--- src/rtl/alu_arbiter.sv ---
// Round-robin arbiter sharing one external combinational ALU between two requesters,
// with a one-entry registered result buffer carrying the requester tag and an undefined-op flag.
module alu_arbiter #(
    parameter int WIDTH = 32,
    parameter int CNT_W = 16
) (
    input  logic             clk,
    input  logic             reset,
    input  logic             req0_valid,
    output logic             req0_ready,
    input  logic [WIDTH-1:0] req0_a,
    input  logic [WIDTH-1:0] req0_b,
    input  logic [2:0]       req0_ctl,
    input  logic             req1_valid,
    output logic             req1_ready,
    input  logic [WIDTH-1:0] req1_a,
    input  logic [WIDTH-1:0] req1_b,
    input  logic [2:0]       req1_ctl,
    output logic [WIDTH-1:0] alu_srca,
    output logic [WIDTH-1:0] alu_srcb,
    output logic [2:0]       alu_ctl,
    input  logic [WIDTH-1:0] alu_result,
    input  logic             alu_zero,
    output logic             res_valid,
    input  logic             res_ready,
    output logic [WIDTH-1:0] res_data,
    output logic             res_zero,
    output logic             res_tag,
    output logic             res_err,
    output logic [CNT_W-1:0] op_count
);

    // Encodings the ALU leaves undefined.
    function automatic logic ctl_undefined(input logic [2:0] ctl);
        logic undef_v;
        case (ctl)
            3'b011:  undef_v = 1'b1;
            3'b100:  undef_v = 1'b1;
            3'b101:  undef_v = 1'b1;
            default: undef_v = 1'b0;
        endcase
        return undef_v;
    endfunction

    logic             ptr_r;
    logic             res_valid_r;
    logic [WIDTH-1:0] res_data_r;
    logic             res_zero_r;
    logic             res_tag_r;
    logic             res_err_r;
    logic [CNT_W-1:0] op_count_r;

    logic             can_issue_s;
    logic             gnt0_s;
    logic             gnt1_s;
    logic             gnt_any_s;
    logic             drain_s;

    // The buffer accepts a new op when empty or when it is being drained this cycle.
    assign can_issue_s = ~res_valid_r | res_ready;
    assign drain_s     = res_valid_r & res_ready;

    // Grant selection: a lone requester wins, a tie goes to the pointer side.
    always_comb begin
        gnt0_s = 1'b0;
        gnt1_s = 1'b0;
        if (can_issue_s) begin
            if (req0_valid && req1_valid) begin
                if (ptr_r) begin
                    gnt1_s = 1'b1;
                end else begin
                    gnt0_s = 1'b1;
                end
            end else if (req0_valid) begin
                gnt0_s = 1'b1;
            end else if (req1_valid) begin
                gnt1_s = 1'b1;
            end else begin
                gnt0_s = 1'b0;
                gnt1_s = 1'b0;
            end
        end else begin
            gnt0_s = 1'b0;
            gnt1_s = 1'b0;
        end
    end

    assign gnt_any_s  = gnt0_s | gnt1_s;
    assign req0_ready = gnt0_s;
    assign req1_ready = gnt1_s;

    // ALU operand steering; idle drives all-zero operands and control.
    always_comb begin
        alu_srca = {WIDTH{1'b0}};
        alu_srcb = {WIDTH{1'b0}};
        alu_ctl  = 3'b000;
        if (gnt0_s) begin
            alu_srca = req0_a;
            alu_srcb = req0_b;
            alu_ctl  = req0_ctl;
        end else if (gnt1_s) begin
            alu_srca = req1_a;
            alu_srcb = req1_b;
            alu_ctl  = req1_ctl;
        end else begin
            alu_srca = {WIDTH{1'b0}};
            alu_srcb = {WIDTH{1'b0}};
            alu_ctl  = 3'b000;
        end
    end

    // Round-robin pointer: the loser of this grant wins the next tie.
    always_ff @(posedge clk or negedge reset) begin
        if (!reset) begin
            ptr_r <= 1'b0;
        end else if (gnt_any_s) begin
            ptr_r <= ~gnt1_s;
        end else begin
            ptr_r <= ptr_r;
        end
    end

    // Result buffer: a grant loads (replacing any drained entry), a bare drain only clears valid.
    always_ff @(posedge clk or negedge reset) begin
        if (!reset) begin
            res_valid_r <= 1'b0;
            res_data_r  <= {WIDTH{1'b0}};
            res_zero_r  <= 1'b0;
            res_tag_r   <= 1'b0;
            res_err_r   <= 1'b0;
        end else if (gnt_any_s) begin
            res_valid_r <= 1'b1;
            res_data_r  <= alu_result;
            res_zero_r  <= alu_zero;
            res_tag_r   <= gnt1_s;
            res_err_r   <= ctl_undefined(alu_ctl);
        end else if (drain_s) begin
            res_valid_r <= 1'b0;
        end else begin
            res_valid_r <= res_valid_r;
        end
    end

    // Delivered-result counter, free-running with wrap.
    always_ff @(posedge clk or negedge reset) begin
        if (!reset) begin
            op_count_r <= {CNT_W{1'b0}};
        end else if (drain_s) begin
            op_count_r <= op_count_r + {{(CNT_W-1){1'b0}}, 1'b1};
        end else begin
            op_count_r <= op_count_r;
        end
    end

    assign res_valid = res_valid_r;
    assign res_data  = res_data_r;
    assign res_zero  = res_zero_r;
    assign res_tag   = res_tag_r;
    assign res_err   = res_err_r;
    assign op_count  = op_count_r;

endmodule

--- config.mk ---
export PLATFORM = sky130hd
export DESIGN_NAME = alu_arbiter
export DESIGN_NICKNAME = d
export VERILOG_FILES = /design/src/rtl/alu_arbiter.sv
export SDC_FILE = /design/constraint.sdc
export NUM_CORES = 1
export LEC_CHECK = 0
export CORE_AREA = 5 5 111 113
export CTS_CLUSTER_DIAMETER = 200
export DETAILED_ROUTE_END_ITERATION = 8
export DIE_AREA = 0 0 116 118
export GPL_ROUTABILITY_DRIVEN = 0
export GPL_TIMING_DRIVEN = 0
export PLACE_DENSITY_LB_ADDON = 0.3
export SLEW_MARGIN = 20
export SYNTH_ARGS = -nofsm -noshare
export SYNTH_HDL_FRONTEND = slang
export SYNTH_SLANG_ARGS = --single-unit
export TNS_END_PERCENT = 5
--- constraint.sdc ---
create_clock -name clk -period 1.95 [get_ports clk]
set_clock_uncertainty 0.1 [all_clocks]
set_input_delay 0.39 -clock clk [delete_from_list [all_inputs] [get_ports clk]]
set_output_delay 0.39 -clock clk [all_outputs]
set_load 0.05 [all_outputs]
==> qor.yml <==
status: "complete, but fails checks"
violations: "setup timing"
areaGrowthSynthToFinish_pct: 144
cellPowerDensity_mw_per_mm2: 819
ys.warnings.count: 0
start_util_pct: 24.9
die_area_mm2: 0.0137
fin_ws_ns: -0.249
diodes: 0
wirelength_mm: 15.7
syn_nets: 472
design_area_mm2: 0.00684
clock-sinks: 53
io_buffers: 292
cts-root-buf: "clkbuf_16"
setup_viol: 67
rows: 39
syn-mean-instance-area_um2: 9.37
drive_gt1_share_pct: 29.7
hold_violations: 0
ant_nets: 0
die_h_um: 118
placed_cell_area_mm2: 0.00600
netlist-cell-type-count: 34
dp_hpwl_mm: 12.6
grt_pass1_vias: 3563
clkTransAtPathRegs_ns: 0.07
path_class: "register to output pin"
setup_tns_ns: -13.56
grt_pass1_wl_mm: 22.1
p_leak_nw: 3.29
drt_iter0_drc: 170
dr.pass1.iters: 4
finalPower_mw: 5.60
fin_hold_ws_ns: 0.0391
critPathLaunchType: "register"
vias: 3518
io_pins: 293
netlist_area_mm2: 0.00280
yosysSeqAreaShare_pct: 47.4
post-route-period-util_pct: 113
post-route-min-period_ns: 2.20
cp.arrival_ns: 1.71
place_ws_ns: -1.52
m1WireLength_mm: 5.95
holdBufCountCts: 0
final_util_pct: 60.9
h-tree-depth: 2
grt_use_total_pct: 21.3
die_x_um: 116
hold_class: "primary input to async pin"
maxUsedRoutingLayer: "met4"
coreArea_mm2: 0.0112
wl_met2_mm: 8.05
grt_max_degree: 54
postSynthCellCount: 299
path_max_fanout: 5
placed_cells: 734
rsz0062_at_grt: "yes"
ir_worst_vdd_uv: 620
fmax_mhz: 455
avgViaCountPerCell: 4.67
timing.critical_path.to_type: "output pin"
worst_pin_slew_ns: 0.690
nets: 782
slew_violations: 0
clk_latency_ns: 0.29
antenna_found_initial: 0
route.met3.wl_mm: 1.44
clk_path_buf_depth: 2
max_slew_margin_pct: 53.7
cts_tree: "yes"
routedWlPerCell_um: 20.9
cp_data_required_time_ns: 1.46
grt_overflow: 0
cts_buffers: 5
stdcell_count: 753
synth-seq-cells: 53
route.detailed.drc: 0
nFillCells: 956
drv_cap: 0
-- power by group --
group,leakage (nW),internal [mW],total (mW),switching [mW]
combinational,2.57,1.35,3.28,1.93
sequential,0.655,1.27,1.43,0.159
clock,0.0701,0.511,0.886,0.375
total,3.29,3.13,5.60,2.46
-- cell type report --
class	count	area [µm²]	area share, %
inverter	2	7.51	0.110
buffer	22	258	3.77
timing repair buffer	305	3250	47.5
multi-input combinational	220	1660	24.3
clock buffer	7	143	2.09
sequential	53	1330	19.4
tap	143	179	2.62
clock inverter	1	7.51	0.110
-- worst paths after layout --
check                        startpoint           end  depth (start not counted)  slack [ns]
min                               reset  op_count[11]                          1        0.04
min in group clk           op_count[15]  op_count[15]                          1        0.37
min reg2reg                op_count[15]  op_count[15]                          1        0.37
max in group asynchronous         reset     res_valid                          1        1.24
max                               ptr_r   alu_srcb[4]                          6       -0.25
max reg2reg                   res_valid  res_data[25]                          7        0.11
-- worst max-delay path: stages, from the launching register on --
cell       delay, ns
dfrtp_1         0.39
nand2b_4        0.14
and3_4          0.19
buf_12          0.14
clkbuf_16       0.15
a22o_4          0.24
buf_8           0.15
-- cells in the mapped netlist, drive strengths merged --
| cell | instances | area [µm²] |
|---|---|---|
| nor3 | 1 | 5.00 |
| o21ai | 2 | 10.0 |
| or3 | 1 | 11.3 |
| xor2 | 5 | 51.3 |
| a21o | 1 | 7.51 |
| o22a | 1 | 8.76 |
| a21oi | 1 | 5.00 |
| xnor2 | 10 | 87.6 |
| mux2 | 1 | 11.3 |
| a31oi | 1 | 6.26 |
| inv | 2 | 7.51 |
| nand2b | 2 | 20.0 |
| buf | 13 | 63.8 |
| nor2 | 4 | 22.5 |
| o21a | 1 | 7.51 |
| and3 | 6 | 42.5 |
| ha | 1 | 12.5 |
| a22o | 66 | 578 |
| nand4 | 2 | 27.5 |
| and2 | 1 | 6.26 |
| nand2 | 107 | 402 |
| clkbuf | 11 | 42.5 |
| dfrtp | 53 | 1330 |
| nand3 | 5 | 30.0 |
| a22oi | 1 | 7.51 |
-- flip-flops by register name (all words and copies together) (netlist names) --
register and flops:
op_count 16, ptr_r 1, res_data 32, res_err 1
res_tag 1, res_valid 1, res_zero 1
-- what timing repair did --
| item | CTS | global route |
|---|---|---|
| buffers inserted | 5 | 3 |
| pin swaps | 2 | 26 |
| setup endpoints to repair | 140 | 94 |
| resized for setup | 582 | 62 |
| gates cloned | 3 | 2 |
-- kinds of logic after synthesis --
group	after synthesis	share of synthesized area, %
AO/OA/AOI/OAI	74	22.5
flip-flops	53	47.4
AND/OR/NAND/NOR	129	20.2
multiplexers	1	0.402
XOR/XNOR	15	4.96
adder cells (fa/ha/maj)	1	0.447
buffers and inverters	26	4.07
-- layout by cell type, fill, tap and decap left out, types with 2 or more instances in the layout --
cell type	instances
nand3_1	4
a22o_2	34
nand2_1	106
inv_1	2
xor2_1	4
dlygate4sd2_1	52
buf_8	28
buf_6	48
clkbuf_1	7
clkbuf_2	2
a22o_4	27
buf_16	2
and3_4	3
clkbuf_8	3
buf_12	7
dlymetal6s2s_1	3
clkbuf_16	8
nor2_1	3
xnor2_1	10
and3_1	3
clkdlybuf4s50_1	167
a22o_1	5
buf_4	7
nand2b_4	2
dfrtp_1	52
-- layer usage --
layer	track usage (%)	vias to the layer above
met5	0	-
met3	5.91	22
li1	-	1662
met2	37.1	159
met4	4.57	0
met1	25.8	1675
(Power assumes the default switching activity.)
